**config.mk**
```make
export PLATFORM = sky130hd
export DESIGN_NAME = control_llenado_agua
export DESIGN_NICKNAME = d
export VERILOG_FILES = /design/src/rtl/control_llenado_agua.sv
export SDC_FILE = /design/constraint.sdc
export NUM_CORES = 1
export LEC_CHECK = 0
export CAP_MARGIN = 20
export CELL_PAD_IN_SITES_DETAIL_PLACEMENT = 1
export CELL_PAD_IN_SITES_GLOBAL_PLACEMENT = 1
export CORE_MARGIN = 1.5
export CORE_UTILIZATION = 40
export CTS_CLUSTER_SIZE = 10
export DETAILED_ROUTE_END_ITERATION = 8
export GPL_ROUTABILITY_DRIVEN = 0
export PLACE_DENSITY = 0.79
export SYNTH_ARGS = -nofsm -noshare
export SYNTH_HDL_FRONTEND = slang
export SYNTH_SLANG_ARGS = --single-unit
```
**constraint.sdc**
```tcl
create_clock -name iClk -period 4.4 [get_ports iClk]
set_input_delay 0.88 -clock iClk [delete_from_list [all_inputs] [get_ports iClk]]
set_output_delay 0.88 -clock iClk [all_outputs]
set_load 0.005 [all_outputs]
```
**src/rtl/control_llenado_agua.sv**
```systemverilog
// rtl/control_llenado_agua.sv - water fill controller: debounced temperature select plus fill sequencer
//
// Purpose:
//   Debounces the front-panel temperature button and cycles the selection
//   Ambiente -> Caliente -> Tibia -> Fria. On a start request it runs a fill.
//   During the fill it drives the hot/cold valves for the selected temperature.
//   The fill ends when the level sensor trips, the timeout expires, or the user aborts.
//
// Optional feature macro: MIX_ALTERNATE_EN
//   defined   : Tibia alternates hot/cold every MIX_PERIOD/2 cycles, hot half first.
//   undefined : Tibia opens both valves continuously; no phase counter.
//
// Ports:
//   iClk                 system clock (rising edge)
//   iReset_Temperatura   asynchronous active-low reset
//   iBoton_Temperatura   raw bouncing select button, high = pressed
//   iInicio              start request, synchronous
//   iAbortar             abort, synchronous
//   iNivel_Lleno         asynchronous tank-full sensor, high = full
//   oEstado_Temp[1:0]    selection: 00 Ambiente, 01 Caliente, 10 Tibia, 11 Fria
//   oAgua_Caliente       hot valve enable (registered)
//   oAgua_Fria           cold valve enable (registered)
//   oLlenando            high while filling
//   oListo               one-cycle pulse after a fill completes on level
//   oFalla               high while in fault (fill timeout)

module control_llenado_agua #(
  parameter int DEBOUNCE_CYCLES = 4,
  parameter int MIX_PERIOD      = 8,
  parameter int FILL_TIMEOUT    = 64
) (
  input  logic       iClk,
  input  logic       iReset_Temperatura,
  input  logic       iBoton_Temperatura,
  input  logic       iInicio,
  input  logic       iAbortar,
  input  logic       iNivel_Lleno,
  output logic [1:0] oEstado_Temp,
  output logic       oAgua_Caliente,
  output logic       oAgua_Fria,
  output logic       oLlenando,
  output logic       oListo,
  output logic       oFalla
);

  localparam int DEB_W  = $clog2(DEBOUNCE_CYCLES);
  localparam int FILL_W = $clog2(FILL_TIMEOUT);
  localparam logic [DEB_W-1:0]  DEB_LAST  = DEB_W'(DEBOUNCE_CYCLES - 1);
  localparam logic [FILL_W-1:0] FILL_LAST = FILL_W'(FILL_TIMEOUT - 1);

`ifdef MIX_ALTERNATE_EN
  localparam int PH_W = $clog2(MIX_PERIOD);
  localparam logic [PH_W-1:0] PH_LAST = PH_W'(MIX_PERIOD - 1);
  localparam logic [PH_W-1:0] PH_HALF = PH_W'(MIX_PERIOD / 2);
`endif

  typedef enum logic [1:0] {
    ST_IDLE  = 2'd0,
    ST_FILL  = 2'd1,
    ST_FAULT = 2'd2
  } state_t;

  state_t             state_q, state_d;
  logic               boton_s1_q, boton_s1_d;
  logic               boton_s2_q, boton_s2_d;
  logic               deb_level_q, deb_level_d;
  logic               deb_prev_q, deb_prev_d;
  logic [DEB_W-1:0]   deb_cnt_q, deb_cnt_d;
  logic               press_q, press_d;
  logic               nivel_s1_q, nivel_s1_d;
  logic               nivel_s2_q, nivel_s2_d;
  logic [1:0]         sel_q, sel_d;
  logic               hot_q, hot_d;
  logic               cold_q, cold_d;
  logic               listo_q, listo_d;
  logic [FILL_W-1:0]  fill_cnt_q, fill_cnt_d;
`ifdef MIX_ALTERNATE_EN
  logic [PH_W-1:0]    phase_q, phase_d;
`endif

  always_comb begin
    boton_s1_d  = iBoton_Temperatura;
    boton_s2_d  = boton_s1_q;
    nivel_s1_d  = iNivel_Lleno;
    nivel_s2_d  = nivel_s1_q;

    // Debounce: count consecutive samples that disagree with the accepted
    // level; the last of DEBOUNCE_CYCLES such samples flips it.
    deb_level_d = deb_level_q;
    deb_cnt_d   = '0;
    if (boton_s2_q != deb_level_q) begin
      if (deb_cnt_q == DEB_LAST) begin
        deb_level_d = ~deb_level_q;
      end else begin
        deb_cnt_d = deb_cnt_q + DEB_W'(1);
      end
    end
    deb_prev_d  = deb_level_q;
    press_d     = deb_level_q & ~deb_prev_q;

    // Presses while filling are dropped, never deferred.
    sel_d = sel_q;
    if (press_q && (state_q != ST_FILL)) begin
      sel_d = sel_q + 2'd1;
    end

    state_d    = state_q;
    listo_d    = 1'b0;
    fill_cnt_d = fill_cnt_q;
    case (state_q)
      ST_IDLE: begin
        if (iInicio && !iAbortar && !nivel_s2_q) begin
          state_d    = ST_FILL;
          fill_cnt_d = '0;
        end
      end
      ST_FILL: begin
        if (iAbortar) begin
          state_d = ST_IDLE;
        end else if (nivel_s2_q) begin
          state_d = ST_IDLE;
          listo_d = 1'b1;
        end else if (fill_cnt_q == FILL_LAST) begin
          state_d = ST_FAULT;
        end else begin
          fill_cnt_d = fill_cnt_q + FILL_W'(1);
        end
      end
      ST_FAULT: begin
        if (iAbortar) begin
          state_d = ST_IDLE;
        end
      end
      default: state_d = ST_IDLE;
    endcase

`ifdef MIX_ALTERNATE_EN
    phase_d = phase_q;
    if ((state_q != ST_FILL) && (state_d == ST_FILL)) begin
      phase_d = '0;
    end else if (state_q == ST_FILL) begin
      phase_d = (phase_q == PH_LAST) ? '0 : phase_q + PH_W'(1);
    end
`endif

    // Valves are computed from the next state so they switch on the same
    // edge that enters or leaves FILL.
    hot_d  = 1'b0;
    cold_d = 1'b0;
    if (state_d == ST_FILL) begin
      case (sel_d)
        2'b00: begin hot_d = 1'b1; cold_d = 1'b1; end
        2'b01: begin hot_d = 1'b1; cold_d = 1'b0; end
        2'b11: begin hot_d = 1'b0; cold_d = 1'b1; end
        default: begin
`ifdef MIX_ALTERNATE_EN
          hot_d  = (phase_d < PH_HALF);
          cold_d = ~(phase_d < PH_HALF);
`else
          hot_d  = 1'b1;
          cold_d = 1'b1;
`endif
        end
      endcase
    end
  end

  always_ff @(posedge iClk or negedge iReset_Temperatura) begin
    if (!iReset_Temperatura) begin
      state_q     <= ST_IDLE;
      boton_s1_q  <= 1'b0;
      boton_s2_q  <= 1'b0;
      deb_level_q <= 1'b0;
      deb_prev_q  <= 1'b0;
      deb_cnt_q   <= '0;
      press_q     <= 1'b0;
      nivel_s1_q  <= 1'b0;
      nivel_s2_q  <= 1'b0;
      sel_q       <= 2'b00;
      hot_q       <= 1'b0;
      cold_q      <= 1'b0;
      listo_q     <= 1'b0;
      fill_cnt_q  <= '0;
`ifdef MIX_ALTERNATE_EN
      phase_q     <= '0;
`endif
    end else begin
      state_q     <= state_d;
      boton_s1_q  <= boton_s1_d;
      boton_s2_q  <= boton_s2_d;
      deb_level_q <= deb_level_d;
      deb_prev_q  <= deb_prev_d;
      deb_cnt_q   <= deb_cnt_d;
      press_q     <= press_d;
      nivel_s1_q  <= nivel_s1_d;
      nivel_s2_q  <= nivel_s2_d;
      sel_q       <= sel_d;
      hot_q       <= hot_d;
      cold_q      <= cold_d;
      listo_q     <= listo_d;
      fill_cnt_q  <= fill_cnt_d;
`ifdef MIX_ALTERNATE_EN
      phase_q     <= phase_d;
`endif
    end
  end

  assign oEstado_Temp   = sel_q;
  assign oAgua_Caliente = hot_q;
  assign oAgua_Fria     = cold_q;
  assign oLlenando      = (state_q == ST_FILL);
  assign oListo         = listo_q;
  assign oFalla         = (state_q == ST_FAULT);

endmodule

```
* Yosys cells after proc, flatten, opt, wreduce, memory -nomap -nowiden *
Cells that the tools add are included.

operators by class
  add/sub/neg operators = 3
  eq/ne operators = 13
  muxes and demuxes = 21
  bitwise operators = 3
  reductions and logical operators = 9

operators with widths
  operator                                              number
  two-way mux 6 bit                                     4
  two-way mux 2 bit                                     8
  one-hot mux 6 bit (2 select lines)                    1
  != test 2 bit (second input constant)                 4
  two-way mux 1 bit                                     7
  adder 6 x 1 -> 6 bit (second input constant)          1
  equality test 2 x 1 -> 1 bit (second input constant)  3
  equality test 2 bit (second input constant)           3
  equality test 6 bit (second input constant)           1
  one-hot mux 2 bit (3 select lines)                    1
  AND reduction 5 bit                                   1
  adder 2 x 1 -> 2 bit (second input constant)          2
  logical AND 1 bit                                     3
  zero test 1 bit                                       2
  zero test 2 bit                                       1
  != test 2 x 1 -> 1 bit (second input constant)        1
  NOT 1 bit                                             2
  AND reduction 2 bit                                   1
  nonzero test 2 bit                                    1
  bitwise AND 1 bit                                     1
  != test 1 bit                                         1

storage, ports and cells
  register bits after elaboration = 22
  input port bits = 6

* Depth between registers and ports, before layout *
  word-level depth = 7
  gate-level depth with buffers = 5

* Least setup slack after synthesis *
No wires, ideal clock.

  path type = input -> register
  start = input iAbortar
  end = register fill_cnt_q[5]
  setup time = 120 ps
  arrival time = 1869 ps
  data required time = 4280 ps
  setup slack = 2410 ps
  stages = 4
  buffers on the path = 0
  path through = or4b_4 nor3_1 nand3_1 o211a_1

between the ends
  cells in the longest elaborated chain, start to end = 5

RTL lines
  item                                    RTL line  RTL
  start, declared                         36        input logic iAbortar,
  zero test 1 bit                         112       if (iInicio && !iAbortar && !nivel_s2_q) begin
  logical AND 1 bit (2 in series)         112
  != test 2 bit (no source line)          -
  AND reduction 5 bit (no source line) *  -
  end signal, assigned                    201       fill_cnt_q <= fill_cnt_d;
  end, declared                           76        logic [FILL_W-1:0] fill_cnt_q, fill_cnt_d;

Mark *: on every way between the ends. The rest lies on a longest branch, timed or not.
A chain may end at the register's enable or synchronous reset.

* Worst setup path after layout *
  start = register state_q[1]
  end = output oLlenando

between the ends
  cells in the longest elaborated chain, start to end = 1

RTL lines
  item                          RTL line  RTL
  start, declared               63        state_t state_q, state_d;
  start signal, assigned        188       state_q <= state_d;
  equality test 2 x 1 -> 1 bit  211       assign oLlenando = (state_q == ST_FILL);
  end, declared                 41        output logic oLlenando,

Every way passes these cells.

==> key figures <==
Power
  – Switching power: 0.125 mW
  – Power share of the clock group: 19.4%
  – Internal power: 0.331 mW
  – Power share of the combinational group: 21.3%
  – Leak: 0.497 nW
  – Sw frac: 27.5%
  – Pwr Density: 426 mW/mm2
  – Peak supply drop: 0.254 mV
  – Sequential Power Share: 59.3%

Placed design
  – HPWL Detailed: 1210 um
  – # port buffers: 12
  – Placed cell count: 110

Critical path
  – Crit path max-delay cell type: clkdlybuf4s50_1
  – Critical Path Start Type: flop
  – R2r setup slk: 2780 ps
  – Critical path capture point type: primary output
  – Bufs and invs on worst path: 2
  – CP endpoint: oLlenando
  – Crit Path Category: flop to primary output
  – Worst reg2reg path depth: 4
  – WP data arrival: 1510 ps
  – Levels on crit path: 3
  – Worst-path fanout max: 5
  – Worst-path cell chain: nand2b_1 > inv_1 > clkdlybuf4s50_1
  – Critical path required time: 3520 ps
  – Crit path from: state_q[1]
  – Reg2reg start: state_q[1]
  – Top Family by Delay on Critical Path: buffers and inverters
  – RR Endpoint: fill_cnt_q[5]
  – Slowest Stage Delay on Critical Path: 490 ps

Drt
  – Drt drc: 0
  – Vias/cell: 5.06
  – Antenna-violating nets left: 0
  – DR iter-0 viols: 3
  – Final wirelength: 1590 um
  – DR WL/cell: 14.0 um
  – Drt pass-1 iters: 4
  – Via Count: 572

CTS
  – # hold bufs at CTS: 0
  – Post-CTS setup buffers: 0
  – Clock root buffer: clkbuf_4
  – Num Clock Sinks: 22
  – Skew-Pair Late Insertion Delay: 300 ps
  – H-tree depth: 1
  – Cts repair resizes: 0
  – Clock buffer depth: 2
  – CTS tree: yes
  – Clock input transition at the sequential cells of the worst setup and hold paths: 110 ps
  – TritonCTS buffer count: 3

Min path
  – Hold Crit Class: flop to flop

Timing
  – Worst Tran Pin Value: 940 ps
  – Final hold violation count: 0
  – Final Setup Violations: 0
  – Final Slew Violations: 0
  – Period utilisation layout: 54.4%
  – Fmax: 0.418 GHz
  – Clk_skew: 3.73 ps
  – Worst hold slack: 361 ps
  – Crit path time final: 2390 ps
  – Setup TNS: 0 ps
  – RSZ-0062 raised after global routing: no
  – Max_slew headroom: 37.1%

Yosys
  – Number of synthesized flops with an enable pin: 0
  – Gate count of the mapped netlist: 71
  – Mapped Nets: 79
  – Synth Warn #: 0
  – Async SR Flop Fraction: 100%
  – FF+latch count, synth: 22
  – Syn avg cell area: 12.6 um2
  – Yosys cell types: 25
  – Post-Syn Area: 896 um2
  – Synth Flop Type: dfrtp_1
  – Seq/Total Area, Yosys: 61.5%

Final layout
  – Area Overhead vs Synth: 19.7%
  – Fin nets: 96
  – Ratio of cells with drive above 1 in the final layout: 10.5%
  – Fillers: 225
  – Ant. Diodes: 0
  – Post-Layout Cell Count: 113

GRT
  – First-pass GRT wire length: 2970 um
  – Remaining global-route overflow: 0
  – Gr usage total: 15.6%
  – Vias in the first global route: 671
  – Initial antenna violation count: 0
  – Largest net degree at the start of global routing: 23

Die
  – Die height: 50.3 um
  – I/O pin cnt: 13
  – Die ar.: 0.00253 mm2
  – Initial core utilization: 43.9%
  – Core box area: 0.00204 mm2
  – Die W: 50.3 um
  – Num rows: 16

Outcome
  – Status: complete, no violations

Run
  – Max-Cap Viols: 0
-- layout by cell type (no fill, tap or decap), types with 2 or more instances in the layout --
cell type	n
clkdlybuf4s50_1	12
nand2_1	9
a21boi_1	2
clkbuf_4	3
nand3_1	7
dfrtp_1	22
o211a_1	2
nor2b_1	3
ha_1	2
mux2i_1	2
xnor2_1	3
nor3_1	3
inv_1	2
-- cells by family after synthesis --
logic type	synth area share [%]
compound gates	9.92
xor+xnor	2.93
fa+ha+maj	2.79
buf+inv	0.838
flops	61.5
mux	3.49
simple gates	18.6
-- power groups by stage --
stage          clock network (mW)  registers, mW  logic [mW]
6_report                   0.0885          0.271      0.0973
5_1_grt                     0.101          0.276       0.112
4_1_cts                    0.0937          0.271      0.0992
3_5_place_dp                    0          0.276      0.0994
3_3_place_gp                    0          0.271      0.0943
2_1_floorplan                   0          0.268      0.0533
-- worst reg2reg max path, delay by kind of cell (launching register included) --
kind	cells	cell delay, ps
simple gates	3	970
compound gates	1	140
flops	1	420
-- Yosys cell counts (2+ instances only) --
library cell,instances,area (um2)
a21boi_1,2,15.0
mux2i_1,2,20.0
inv_1,2,7.51
nand2_1,9,33.8
ha_1,2,25.0
nor3_1,3,15.0
xnor2_1,3,26.3
dfrtp_1,22,551
nor2b_1,3,18.8
o211a_1,2,20.0
nand3_1,7,35.0
-- area by class of cell --
| cell class | count | area [um2] | area share, % |
|---|---|---|---|
| Clock buffer | 3 | 22.5 | 2.10 |
| Inverter | 2 | 7.51 | 0.700 |
| Multi-Input combinational cell | 47 | 338 | 31.5 |
| Sequential cell | 22 | 551 | 51.3 |
| Tap cell | 27 | 33.8 | 3.15 |
| Timing Repair Buffer | 12 | 120 | 11.2 |
-- worst min-delay path by stage --
stage | start | to | depth (start not counted)
6_report | nivel_s1_q | nivel_s2_q | 0
5_1_grt | nivel_s1_q | nivel_s2_q | 0
2_1_floorplan | boton_s1_q | boton_s2_q | 0
4_1_cts | nivel_s1_q | nivel_s2_q | 0
3_3_place_gp | nivel_s1_q | nivel_s2_q | 0
3_5_place_dp | nivel_s1_q | nivel_s2_q | 0
-- metal layers --
metal  vias to the layer above  wire (um)  part of all wire [%]  global-route usage, %
li1                        281          -                     -                      -
met1                       279        752                    47                   19.5
met2                        12        762                    48                   26.5
met3                         0         70                   4.4                   5.65
met4                         0          0                     0                   1.80
met5                         -          0                     0                      0
-- flip-flops by register name (all words and copies together), names as in the netlist --
name	cells
nivel_s2_q	1
oEstado_Temp	2
oListo	1
fill_cnt_q	6
oAgua_Caliente	1
deb_cnt_q	2
deb_level_q	1
boton_s1_q	1
state_q	2
boton_s2_q	1
nivel_s1_q	1
press_q	1
oAgua_Fria	1
deb_prev_q	1
-- per-stage QoR --
stage	utilization [%]	total power, mW	instance area (um2)	worst slack (ps)
2_1_floorplan	-	0.322	896	2410
3_3_place_gp	51.4	0.365	1050	1870
3_5_place_dp	51.4	0.375	1050	1830
4_1_cts	52.5	0.464	1070	1980
5_1_grt	52.5	0.489	1070	1880
6_report	52.5	0.456	1070	2010
Note: power is estimated with default switching activity, not from simulation.
